`config.mk`:
```
export PLATFORM = sky130hd
export DESIGN_NAME = mem_arbiter
export DESIGN_NICKNAME = d
export VERILOG_FILES = /design/src/rtl/mem_arbiter.sv
export SDC_FILE = /design/constraint.sdc
export NUM_CORES = 1
export LEC_CHECK = 0
export ABC_AREA = 1
export CORE_AREA = 2 2 142 109
export DETAILED_ROUTE_END_ITERATION = 6
export DIE_AREA = 0 0 144 111
export PLACE_DENSITY = 0.84
export SYNTH_ARGS = -nofsm -noshare
export SYNTH_HDL_FRONTEND = slang
export SYNTH_SLANG_ARGS = --single-unit
```
`constraint.sdc`:
```
create_clock -name clock -period 2.6 [get_ports clock]
set_clock_uncertainty 0.2 [all_clocks]
set_input_delay 0.65 -clock clock [delete_from_list [all_inputs] [get_ports clock]]
set_output_delay 0.65 -clock clock [all_outputs]
set_load 0.1 [all_outputs]
```
`src/rtl/mem_arbiter.sv`:
```
// Two-to-one arbiter sharing one memory port between the IFU and the LSU.
// Buffers one request per requester and routes each response to its owner.
module mem_arbiter #(
  parameter int LSU_PRIO = 1
) (
  input  logic        clock,
  input  logic        reset,
  input  logic        ifu_reqValid,
  input  logic [31:0] ifu_addr,
  output logic        ifu_respValid,
  output logic [31:0] ifu_rdata,
  input  logic        lsu_reqValid,
  input  logic [31:0] lsu_addr,
  input  logic        lsu_wen,
  input  logic [31:0] lsu_wdata,
  input  logic [3:0]  lsu_wmask,
  output logic        lsu_respValid,
  output logic [31:0] lsu_rdata,
  output logic        mem_reqValid,
  output logic [31:0] mem_addr,
  output logic        mem_wen,
  output logic [31:0] mem_wdata,
  output logic [3:0]  mem_wmask,
  input  logic        mem_respValid,
  input  logic [31:0] mem_rdata,
  output logic [1:0]  dbg_state
);

  // Handshake: *_reqValid and mem_reqValid are single-cycle pulses with no
  // ready; fields are valid only with the pulse. A response is a single-cycle
  // pulse that may coincide with the issue pulse.
  localparam logic [1:0] IDLE     = 2'd0;
  localparam logic [1:0] WAIT_IFU = 2'd1;
  localparam logic [1:0] WAIT_LSU = 2'd2;

  logic [1:0]  state;
  logic        last_grant;  // 1 = LSU was granted last
  logic        ifu_pend;
  logic [31:0] ifu_pend_addr;
  logic        lsu_pend;
  logic [31:0] lsu_pend_addr;
  logic        lsu_pend_wen;
  logic [31:0] lsu_pend_wdata;
  logic [3:0]  lsu_pend_wmask;

  logic        ifu_cand, lsu_cand, grant_lsu, issue;
  logic [31:0] ifu_sel_addr, lsu_sel_addr, lsu_sel_wdata;
  logic        lsu_sel_wen;
  logic [3:0]  lsu_sel_wmask;
  logic        ifu_owns, lsu_owns;

  always_comb begin
    ifu_cand      = ifu_reqValid | ifu_pend;
    lsu_cand      = lsu_reqValid | lsu_pend;
    ifu_sel_addr  = ifu_reqValid ? ifu_addr  : ifu_pend_addr;
    lsu_sel_addr  = lsu_reqValid ? lsu_addr  : lsu_pend_addr;
    lsu_sel_wen   = lsu_reqValid ? lsu_wen   : lsu_pend_wen;
    lsu_sel_wdata = lsu_reqValid ? lsu_wdata : lsu_pend_wdata;
    lsu_sel_wmask = lsu_reqValid ? lsu_wmask : lsu_pend_wmask;
    if (ifu_cand && lsu_cand)
      grant_lsu = (LSU_PRIO != 0) ? 1'b1 : ~last_grant;
    else
      grant_lsu = lsu_cand;
    // Reset gates issue and routing so every output is quiet while held.
    issue    = reset && (state == IDLE) && (ifu_cand || lsu_cand);
    ifu_owns = reset && ((state == WAIT_IFU) || (issue && !grant_lsu));
    lsu_owns = reset && ((state == WAIT_LSU) || (issue && grant_lsu));
  end

  assign mem_reqValid  = issue;
  assign mem_addr      = issue ? (grant_lsu ? lsu_sel_addr : ifu_sel_addr) : 32'h0;
  assign mem_wen       = issue && grant_lsu && lsu_sel_wen;
  assign mem_wdata     = (issue && grant_lsu) ? lsu_sel_wdata : 32'h0;
  assign mem_wmask     = (issue && grant_lsu) ? lsu_sel_wmask : 4'h0;
  assign ifu_respValid = mem_respValid && ifu_owns;
  assign lsu_respValid = mem_respValid && lsu_owns;
  assign ifu_rdata     = mem_rdata;
  assign lsu_rdata     = mem_rdata;
  assign dbg_state     = state;

  always_ff @(posedge clock) begin
    if (!reset) begin
      state          <= IDLE;
      last_grant     <= 1'b0;
      ifu_pend       <= 1'b0;
      ifu_pend_addr  <= 32'h0;
      lsu_pend       <= 1'b0;
      lsu_pend_addr  <= 32'h0;
      lsu_pend_wen   <= 1'b0;
      lsu_pend_wdata <= 32'h0;
      lsu_pend_wmask <= 4'h0;
    end else begin
      // Any live pulse that is not being issued right now goes to its slot.
      if (ifu_reqValid && !(issue && !grant_lsu)) begin
        ifu_pend      <= 1'b1;
        ifu_pend_addr <= ifu_addr;
      end
      if (lsu_reqValid && !(issue && grant_lsu)) begin
        lsu_pend       <= 1'b1;
        lsu_pend_addr  <= lsu_addr;
        lsu_pend_wen   <= lsu_wen;
        lsu_pend_wdata <= lsu_wdata;
        lsu_pend_wmask <= lsu_wmask;
      end
      if (issue) begin
        last_grant <= grant_lsu;
        if (grant_lsu) lsu_pend <= 1'b0;
        else           ifu_pend <= 1'b0;
        if (mem_respValid)  state <= IDLE;
        else if (grant_lsu) state <= WAIT_LSU;
        else                state <= WAIT_IFU;
      end else if (state != IDLE && (mem_respValid || state == 2'd3)) begin
        state <= IDLE;
      end
    end
  end

endmodule

```
# [After elaboration in Yosys (flattened, before gate mapping)]
# Index checks and enable logic that the tools add are counted.
# Widths: inputs -> output; s select.
[totals] inputBits=138 wordCells=56 reg_bits=105
[classes] reduce_logical=23 muxes=20 bitwise_logic=2 eq_ne=3
[ops] op="$mux 32" count=6
[ops] op="$logic_and 1x1->1" count=13
[ops] op="$mux 1" count=8
[ops] op="$mux 2" count=4
[ops] op="$mux 4" count=2
[ops] op="$eq 2x2->1 const B" count=2
[ops] op="$logic_or 1x1->1" count=4
[ops] op="$reduce_bool 2->1" count=2
[ops] op="$logic_not 1->1" count=3
[ops] op="$eq 2x1->1 const B" count=1
[ops] op="$logic_not 2->1" count=1
[ops] op="$or 1x1->1" count=2

# [Longest topological paths before layout]
# Gate-level depths: netlist of the first run.
[logic_depth] ltp_word=10 depth_mapped=8 ltp_nobuf=7

# [Worst setup path after synthesis of the first run]
# No wires, ideal clock.
[synth_path] path_type="reg-to-output" from="register state[1] (netlist: dbg_state[1])" to="output mem_addr[25]" stages_incl_launch_ff=5 t_arrival_ns=3.526 required_ns=1.750 slack_ns=-1.776 path_cell_list="dfxtp_1 -> nor2_4 -> nand4_4 -> clkbuf_1 -> o21ai_0"
[synth_between] elab_chain_cells=4
[synth_lines] item="from (decl)" line="36" rtl="logic [1:0] state;"
[synth_lines] item="from (signal assigned)" line="83" rtl="state <= IDLE;"
[synth_lines] item="from (signal assigned)" line="109" rtl="if (mem_respValid) state <= IDLE;"
[synth_lines] item="from (signal assigned)" line="110" rtl="else if (grant_lsu) state <= WAIT_LSU;"
[synth_lines] item="$logic_not 2->1" line="65" rtl="issue = reset && (state == IDLE) && (ifu_cand || lsu_cand);"
[synth_lines] item="$logic_and 1x1->1 (2 in a row)" line="65"
[synth_lines] item="$mux 32" line="71" rtl="assign mem_addr = issue ? (grant_lsu ? lsu_sel_addr : ifu_sel_addr) : 32'h0;"
[synth_lines] item="to (decl)" line="20" rtl="output logic [31:0] mem_addr,"
# No other way between the ends.

# [Worst setup path in the final report of the first run]
[layout_path] from="input lsu_reqValid" to="output mem_addr[3]"
[layout_between] elab_chain_cells=5
[layout_lines] item="from (decl)" line="12" rtl="input logic lsu_reqValid,"
[layout_lines] item="$or 1x1->1" line="54" rtl="lsu_cand = lsu_reqValid | lsu_pend;"
[layout_lines] item="$logic_and 1x1->1" line="60" rtl="if (ifu_cand && lsu_cand)"
[layout_lines] item="$mux 1" line="60"
[layout_lines] item="$mux 32" line="71"
[layout_lines] item="$mux 32 (*)" line="71"
# Mark *: on every way between the ends. The rest lies on a longest branch, timed or not.

==> results.md, run 1 <==
| Metric | Reported |
|---|---|
| Share of power burned in combinational logic | 38.2% |
| Critical path class | primary input to output port |
| Status | finished, violations left |
| Time the worst path needs with I/O delays and setup | 2.745 ns |
| Sw power | 1.758 mW |
| Ratio of cells with drive above 1 in the final layout | 24.79% |
| Port Buffers | 179 |
| Critical path's slowest cell | sky130_fd_sc_hd__clkbuf_16 |
| Total standard cell area after synthesis | 6050 sq um |
| Number of standard cells in the final layout excluding fillers | 1278 |
| Share of flip-flops with an asynchronous set or reset after synthesis | 0% |
| Proportion of netlist area held by the largest area contributor | 34.75% |
| Dominant synthesized flop cell | sky130_fd_sc_hd__dfxtp_1 |
| Clock network fraction of total power | 25.7% |
| Antenna Nets Post-Route | 0 |
| Die outline width | 144 um |
| Number of cell rows | 39 |
| Power density cells | 499.8 nW/um^2 |
| Final net count | 1207 |
| Buffer cell driving the clock tree root | sky130_fd_sc_hd__clkbuf_16 |
| Critical path startpoint category | primary input |
| Max-slew violation count | 0 |
| Vias per cell | 4.881 |
| Static Leakage | 4.032 nW |
| Cell Int Power | 3.133 mW |
| Largest area contributor in the netlist | sky130_fd_sc_hd__dfxtp_1 |
| Part of the cycle the worst path needs | 105.6% |
| Final setup violation count | 70 |
| Finished layout cell area | 9786 sq um |
| Clock latency at the later pin of the worst-skew pair | 0.34 ns |
| Fraction of power spent switching nets | 35.94% |
| Remaining max-slew budget at the tightest pin | 63.24% |
| Top fanout value on the critical path | 13 |
| Crit path largest cell delay | 0.29 ns |
| Antenna diode count | 0 |
| Crit-path leading delay family | buffers and inverters |
| Crit path from | lsu_reqValid |
| DRC | 0 |
| Synthesized instance count | 939 |
| Worst reg2reg endpoint | ifu_pend_addr[21] |
| Buffer depth of the longest clock path | 2 |
| Final Worst Setup Slack | -0.1448 ns |
| Pin count of the biggest net entering global routing | 59 |
| Die outline area | 15980 sq um |
| Fill cell instance count of the final layout | 1163 |
| Worst-margin pin slew | 0.5456 ns |
| Most used cells in the layout excluding fill and tap cells | sky130_fd_sc_hd__nand2_1, sky130_fd_sc_hd__nor2_1, sky130_fd_sc_hd__inv_1, sky130_fd_sc_hd__dfxtp_1, sky130_fd_sc_hd__clkdlybuf4s50_1 |
| Maximum achievable frequency | 0.3643 GHz |
| Total gr overflow | 0 |
| Final core area utilization | 66.18% |
| Worst hold path type | flip-flop to flip-flop |
| Post-DP Area | 9219 sq um |
| Sequential cell fraction of total power | 36.1% |
| CTS clk-pin slew, worst paths | 0.07 ns |
| Per-cell routed wire length | 14.41 um |
| Area added between synthesis and finish | 61.76% |
| Buffers plus inverters on the worst setup path | 4 |
| Core region area | 14790 sq um |
| Sequential element share of the synthesized area | 34.75% |
| GRT Resource Usage Total | 22.61% |
| Mean area per synthesized cell | 6.443 sq um |
| Die Span Y | 111 um |
| FF-to-FF setup slack | 0.60 ns |
| Setup repair after global routing missed its margin | true |
| Number of cells on the critical path | 7 |
| Required time worst endpoint | 1.75 ns |
| Number of placed cells counting well taps | 1254 |
| Detailed-route wire length | 18420 um |
| Total nets after synthesis | 1077 |
| Worst ir drop on vdd | 283.9 uV |
| Cell-by-cell listing of the critical path | buf_8 > nor2_4 > buf_6 > nand4_4 > clkbuf_16 > o21ai_4 > buf_12 |
| Failing checks | negative setup slack |
| TritonCTS clock tree | done |
| Number of global-route vias before repair | 6069 |
| Sum of internal, switching and leakage power | 4.891 mW |
| Final HPWL DP | 12930 um |
| Number of flip-flops and latches in the synthesized netlist | 105 |
| Initial drt markers | 400 |
| Worst R2R Start | dbg_state[1] |
| Number of hold violations in the final report | 0 |
| Worst R2R Path Depth | 9 |
| Most area-consuming cells after synthesis | sky130_fd_sc_hd__dfxtp_1, sky130_fd_sc_hd__nor2_1, sky130_fd_sc_hd__o21ai_0 |
| H-tree levels | 3 |
| Top-level port count | 276 |
| Sink count of the clock tree | 105 |
| Routability congestion estimate from global placement | 0.8382 |
| Router iterations before antenna repair | 5 |
| CTS buffer count | 9 |
| Wire length of the first global-routing pass | 29230 um |
| Worst Setup End Kind | output port |
| Number of warnings reported in the yosys synthesis log | 0 |
| Leading cell type in the layout, fill and taps excluded | sky130_fd_sc_hd__nand2_1 |
| Initial Utilization | 40.92% |
| Count of flip-flops with a built-in enable after synthesis | 0 |
| Worst Setup EP | mem_addr[3] |
| Initial antenna violation count | 0 |
| Number of maximum-capacitance violations | 0 |
| Arrival time reported for the critical path endpoint | 1.89 ns |
| Vias post-DR | 6238 |
| Post-synth cell types | 24 |
-- cells in the mapped netlist, types with 2 or more instances --
cell type,count
sky130_fd_sc_hd__inv_1,109
sky130_fd_sc_hd__nand3_1,3
sky130_fd_sc_hd__o21ai_0,125
sky130_fd_sc_hd__a211oi_1,32
sky130_fd_sc_hd__dfxtp_1,105
sky130_fd_sc_hd__buf_2,17
sky130_fd_sc_hd__o21ai_1,9
sky130_fd_sc_hd__nand4_1,2
sky130_fd_sc_hd__nand2_1,166
sky130_fd_sc_hd__clkinv_1,2
sky130_fd_sc_hd__a21oi_1,77
sky130_fd_sc_hd__buf_1,7
sky130_fd_sc_hd__buf_4,76
sky130_fd_sc_hd__nor2_4,2
sky130_fd_sc_hd__buf_6,6
sky130_fd_sc_hd__clkbuf_1,21
sky130_fd_sc_hd__nor2_1,173
-- worst min-delay path, stage by stage, from the launching register on --
cell and delay (ns):
sky130_fd_sc_hd__dfxtp_1 0.30, sky130_fd_sc_hd__inv_1 0.06, sky130_fd_sc_hd__a21oi_1 0.05
-- per-layer routing --
layer | vias to the layer above | share of wire, % | track usage [%]
met1 | 2807 | 43 | 28.44
met4 | 0 | 2.8 | 8.039
met3 | 43 | 6.0 | 5.313
met5 | - | 0 | 0
li1 | 3146 | - | -
met2 | 242 | 48 | 37.68
-- flip-flops by register name, summed over array words and instances, names as in the netlist --
signal / flops
dbg_state: 2
ifu_pend: 1
ifu_pend_addr: 32
lsu_pend: 1
lsu_pend_addr: 32
lsu_pend_wdata: 32
lsu_pend_wen: 1
lsu_pend_wmask: 4
-- per-stage QoR --
stage                     setup WS (ns)  TNS (ns)  hold slack (ns)
final                           -0.1448    -7.225           0.2516
after global routing            -0.2019    -12.19           0.2656
after CTS                      -0.08313    -3.712           0.2534
after detailed placement        -0.5269    -33.56           0.2427
after global placement          -0.5163    -32.48           0.2378
after floorplan                 -0.2406    -8.188           0.2303
-- timing repair --
| action | CTS | global route |
|---|---|---|
| hold buffers | 0 | 0 |
| setup endpoints to repair | 71 | 71 |
| gates cloned | 1 | 3 |
| resized for setup | 48 | 14 |
| setup buffers | 5 | 0 |
| pin swaps | 4 | 1 |
-- layout make-up --
cell class,count,area (sq um),share of cell area (%)
Clock inverter,2,15.01,0.1534
Sequential cell,105,2110,21.56
Clock buffer,13,250.2,2.557
Timing Repair Buffer,246,3257,33.28
Tap cell,205,256.5,2.621
Inverter,113,435.4,4.450
Multi-Input combinational cell,594,3462,35.38
-- power groups by stage --
stage               clock (mW)  sequential, mW  combinational [mW]
finish                    1.26            1.77                1.87
global route              1.35            1.78                1.99
CTS                       1.29            1.77                1.83
detailed placement           0            1.81                1.78
global placement             0            1.80                1.75
floorplan                    0            1.80                1.59
-- cells by family after synthesis --
logic type             count (synthesis)  share of synthesized area (%)
AO/OA/AOI/OAI                        244                          21.70
AND/OR/NAND/NOR                      350                          22.81
flip-flops                           105                          34.75
buffers and inverters                240                          20.74
-- how the worst min path moves through the flow --
| stage | from | to | slack (ns) | cells past startpoint |
|---|---|---|---|---|
| floorplan | lsu_pend_wdata[0] | lsu_pend_wdata[0] | 0.23 | 2 |
| global placement | lsu_pend_wmask[3] | lsu_pend_wmask[3] | 0.24 | 2 |
| detailed placement | lsu_pend_wdata[29] | lsu_pend_wdata[29] | 0.24 | 2 |
| CTS | lsu_pend_wdata[29] | lsu_pend_wdata[29] | 0.25 | 2 |
| global route | lsu_pend_wdata[29] | lsu_pend_wdata[29] | 0.27 | 2 |
| finish | lsu_pend_wdata[29] | lsu_pend_wdata[29] | 0.25 | 2 |
Power figures use the tool's default switching activity.
==> run 2: changes to the inputs <==
==> config.mk (replaced) <==
export PLATFORM = sky130hd
export DESIGN_NAME = mem_arbiter
export DESIGN_NICKNAME = d
export VERILOG_FILES = /design/src/rtl/mem_arbiter.sv
export SDC_FILE = /design/constraint.sdc
export NUM_CORES = 1
export LEC_CHECK = 0
export CORE_AREA = 2 2 162 124
export DETAILED_ROUTE_END_ITERATION = 6
export DIE_AREA = 0 0 164 126
export PLACE_DENSITY = 0.66
export SYNTH_ARGS = -nofsm -noshare
export SYNTH_HDL_FRONTEND = slang
export SYNTH_SLANG_ARGS = --single-unit
==> run 2 against run 1 <==
  * The run still ends with negative setup slack left
  * Non-clock buffer count is 17 higher
  * Fmax is 3.8% higher
  * Sequential share of layout area decreased by 0.25 points
  * Clock power grew 19%
  * Power down 1.3%
  * Final cell count shrank 17%
  * Combinational power fell by 14%
  * Synthesized area fell by 6.9%
  * Synthesized cell count decreased by 31%
  * Routed wire length is 6.1% lower
  * Critical path type unchanged
  * Largest cell class unchanged
  * Largest power group is now sequential cells
==> results.md, run 2 <==
| Metric | Reported | vs previous |
|---|---|---|
| Status | finished, violations left | unchanged |
| Failing checks | negative setup slack | unchanged |
| Worst Setup End Kind | output port | unchanged |
| Worst hold path type | flip-flop to flip-flop | unchanged |
| Most area-consuming cells after synthesis | sky130_fd_sc_hd__dfxtp_1, sky130_fd_sc_hd__mux2i_1, sky130_fd_sc_hd__nand2_1 | was sky130_fd_sc_hd__dfxtp_1, sky130_fd_sc_hd__nor2_1, sky130_fd_sc_hd__o21ai_0 |
| Total gr overflow | 0 | unchanged |
| Area added between synthesis and finish | 75.69% | was 61.76% |
| Number of cell rows | 44 | was 39 |
| Dominant synthesized flop cell | sky130_fd_sc_hd__dfxtp_1 | unchanged |
| Time the worst path needs with I/O delays and setup | 2.645 ns | was 2.745 ns |
| Final HPWL DP | 12710 um | was 12930 um |
| Worst R2R Path Depth | 5 | was 9 |
| Critical path class | primary input to output port | unchanged |
| Number of maximum-capacitance violations | 0 | unchanged |
| Power density cells | 487.9 nW/um^2 | was 499.8 nW/um^2 |
| Remaining max-slew budget at the tightest pin | 56.03% | was 63.24% |
| Buffer depth of the longest clock path | 2 | unchanged |
| Count of flip-flops with a built-in enable after synthesis | 0 | unchanged |
| Routability congestion estimate from global placement | 0.7390 | was 0.8382 |
| Vias per cell | 4.686 | was 4.881 |
| Sequential standard cell area | 2108 sq um | was 2110 sq um |
| Crit path from | ifu_reqValid | was lsu_reqValid |
| Initial Utilization | 29.48% | was 40.92% |
| Router iterations before antenna repair | 5 | unchanged |
| Final Worst Setup Slack | -0.04550 ns | was -0.1448 ns |
| Critical path startpoint category | primary input | unchanged |
| Vias post-DR | 4991 | was 6238 |
| Wire length of the first global-routing pass | 27780 um | was 29230 um |
| Proportion of netlist area held by the largest area contributor | 37.33% | was 34.75% |
| Worst reg2reg endpoint | ifu_pend_addr[23] | was ifu_pend_addr[21] |
| Sink count of the clock tree | 105 | unchanged |
| Final net count | 945 | was 1207 |
| Share of flip-flops with an asynchronous set or reset after synthesis | 0% | unchanged |
| Port Buffers | 179 | unchanged |
| Area of the multi-input gates | 3666 sq um | was 3462 sq um |
| Clock latency at the later pin of the worst-skew pair | 0.34 ns | about the same |
| CTS clk-pin slew, worst paths | 0.07 ns | about the same |
| Maximum achievable frequency | 0.3780 GHz | was 0.3643 GHz |
| Per-cell routed wire length | 16.24 um | was 14.41 um |
| Worst Setup EP | mem_addr[14] | was mem_addr[3] |
| Synthesized instance count | 650 | was 939 |
| Most used cells in the layout excluding fill and tap cells | sky130_fd_sc_hd__nand2_1, sky130_fd_sc_hd__dfxtp_1, sky130_fd_sc_hd__clkdlybuf4s50_1, sky130_fd_sc_hd__buf_12, sky130_fd_sc_hd__mux2i_1 | was sky130_fd_sc_hd__nand2_1, sky130_fd_sc_hd__nor2_1, sky130_fd_sc_hd__inv_1, sky130_fd_sc_hd__dfxtp_1, sky130_fd_sc_hd__clkdlybuf4s50_1 |
| Die outline width | 164 um | was 144 um |
| H-tree levels | 3 | unchanged |
| Worst-margin pin slew | 0.6596 ns | was 0.5456 ns |
| Leading cell type in the layout, fill and taps excluded | sky130_fd_sc_hd__nand2_1 | unchanged |
| Final setup violation count | 34 | was 70 |
| Top fanout value on the critical path | 8 | was 13 |
| Sequential element share of the synthesized area | 37.33% | was 34.75% |
| CTS buffer count | 9 | unchanged |
| TritonCTS clock tree | done | unchanged |
| Fill cell instance count of the final layout | 1668 | was 1163 |
| Top-level port count | 276 | unchanged |
| Static Leakage | 3.639 nW | was 4.032 nW |
| Largest area contributor in the netlist | sky130_fd_sc_hd__dfxtp_1 | unchanged |
| Pin count of the biggest net entering global routing | 67 | was 59 |
| Setup repair after global routing missed its margin | true | unchanged |
| GRT Resource Usage Total | 17.14% | was 22.61% |
| Die outline area | 20660 sq um | was 15980 sq um |
| Total nets after synthesis | 788 | was 1077 |
| Initial antenna violation count | 0 | unchanged |
| FF-to-FF setup slack | 0.58 ns | was 0.60 ns |
| Part of the cycle the worst path needs | 101.7% | was 105.6% |
| Commonest cells in the synthesized netlist | sky130_fd_sc_hd__nand2_1, sky130_fd_sc_hd__dfxtp_1, sky130_fd_sc_hd__mux2i_1 | was sky130_fd_sc_hd__nor2_1, sky130_fd_sc_hd__nand2_1, sky130_fd_sc_hd__o21ai_0 |
| Antenna diode count | 0 | unchanged |
| Post-synth cell types | 27 | was 24 |
| Antenna Nets Post-Route | 0 | unchanged |
| Arrival time reported for the critical path endpoint | 1.80 ns | was 1.89 ns |
| Ratio of cells with drive above 1 in the final layout | 33.99% | was 24.79% |
| Detailed-route wire length | 17300 um | was 18420 um |
| Hold slack | 0.2583 ns | was 0.2516 ns |
| Number of hold buffers added after CTS | 0 | unchanged |
| Total standard cell area after synthesis | 5632 sq um | was 6050 sq um |
| Worst R2R Start | dbg_state[1] | unchanged |
| Die Span Y | 126 um | was 111 um |
| Required time worst endpoint | 1.75 ns | about the same |
| Max-slew violation count | 0 | unchanged |
| Sum of negative setup slack | -0.9920 ns | was -7.225 ns |
| Mean area per synthesized cell | 8.664 sq um | was 6.443 sq um |
| Cell with the most instances after synthesis | sky130_fd_sc_hd__nand2_1 | was sky130_fd_sc_hd__nor2_1 |
| Largest registers in the final layout | ifu_pend_addr (32), lsu_pend_addr (32), lsu_pend_wdata (32) | unchanged |
| Number of global-route vias before repair | 5017 | was 6069 |
| Number of warnings reported in the yosys synthesis log | 0 | unchanged |
| Core region area | 19100 sq um | was 14790 sq um |
| Number of flip-flops and latches in the synthesized netlist | 105 | unchanged |
| Initial drt markers | 222 | was 400 |
| Buffer cell driving the clock tree root | sky130_fd_sc_hd__clkbuf_16 | unchanged |
| Worst ir drop on vdd | 286.2 uV | was 283.9 uV |
| DRC | 0 | unchanged |
| Number of hold violations in the final report | 0 | unchanged |
run 2: stage by stage:
step	total power, mW	setup WS [ns]	area, sq um	utilization [%]	instances
floorplan	3.128	-0.3510	6481	-	650
global placement	3.317	-0.09076	9359	48.99	1042
detailed placement	3.326	-0.1243	9359	48.99	1042
CTS	4.877	-0.07566	9814	51.38	1062
global route	5.018	-0.1031	9894	51.79	1065
finish	4.828	-0.04550	9894	51.79	1065
run 2: worst min-delay path by stage:
stage / startpoint / end / cells after the start
floorplan: lsu_pend_addr[3] / lsu_pend_addr[3] / 2
detailed placement: lsu_pend_addr[3] / lsu_pend_addr[3] / 2
global route: lsu_pend_wdata[28] / lsu_pend_wdata[28] / 2
CTS: lsu_pend_addr[3] / lsu_pend_addr[3] / 2
global placement: lsu_pend_addr[3] / lsu_pend_addr[3] / 2
finish: lsu_pend_addr[3] / lsu_pend_addr[3] / 2
run 2: kinds of logic after synthesis:
logic type | Yosys count | share of synthesized area, %
muxes | 101 | 17.95
buffers and inverters | 117 | 12.84
DFF | 105 | 37.33
AOI/OAI and AO/OA | 138 | 18.42
and+or+nand+nor | 189 | 13.46
run 2: per-layer routing:
metal  track usage, %  share of wire (%)
met1            23.83                 48
met2            25.51                 44
met3            5.896                7.2
met4            4.025                1.0
met5                0                  0
run 2: critical path, cell delays in order:
cell,delay [ns]
sky130_fd_sc_hd__buf_8,0.10
sky130_fd_sc_hd__or2_4,0.24
sky130_fd_sc_hd__nand4_1,0.17
sky130_fd_sc_hd__buf_12,0.20
sky130_fd_sc_hd__buf_12,0.16
sky130_fd_sc_hd__o22ai_4,0.08
sky130_fd_sc_hd__buf_12,0.18
run 2: cell type report:
cell class / count / share of cell area [%]
Sequential cell: 105 / 21.31
Timing Repair Buffer: 263 / 35.18
Multi-Input combinational cell: 428 / 37.05
Tap cell: 253 / 3.199
Clock buffer: 12 / 2.491
Clock inverter: 4 / 0.7714
run 2: what timing repair did:
action | CTS | global route
cloned | 1 | 0
resized for setup | 24 | 15
buffers inserted | 4 | 3
setup endpoints to repair | 69 | 65
pin swaps | 3 | 11
run 2: power breakdown:
| part | internal, mW | leakage [nW] | total, mW | switching, mW |
|---|---|---|---|---|
| sequential | 1.68 | 0.857 | 1.72 | 0.0371 |
| clock | 0.874 | 0.153 | 1.50 | 0.629 |
| combinational | 0.719 | 2.63 | 1.61 | 0.887 |
| total | 3.27 | 3.64 | 4.83 | 1.55 |
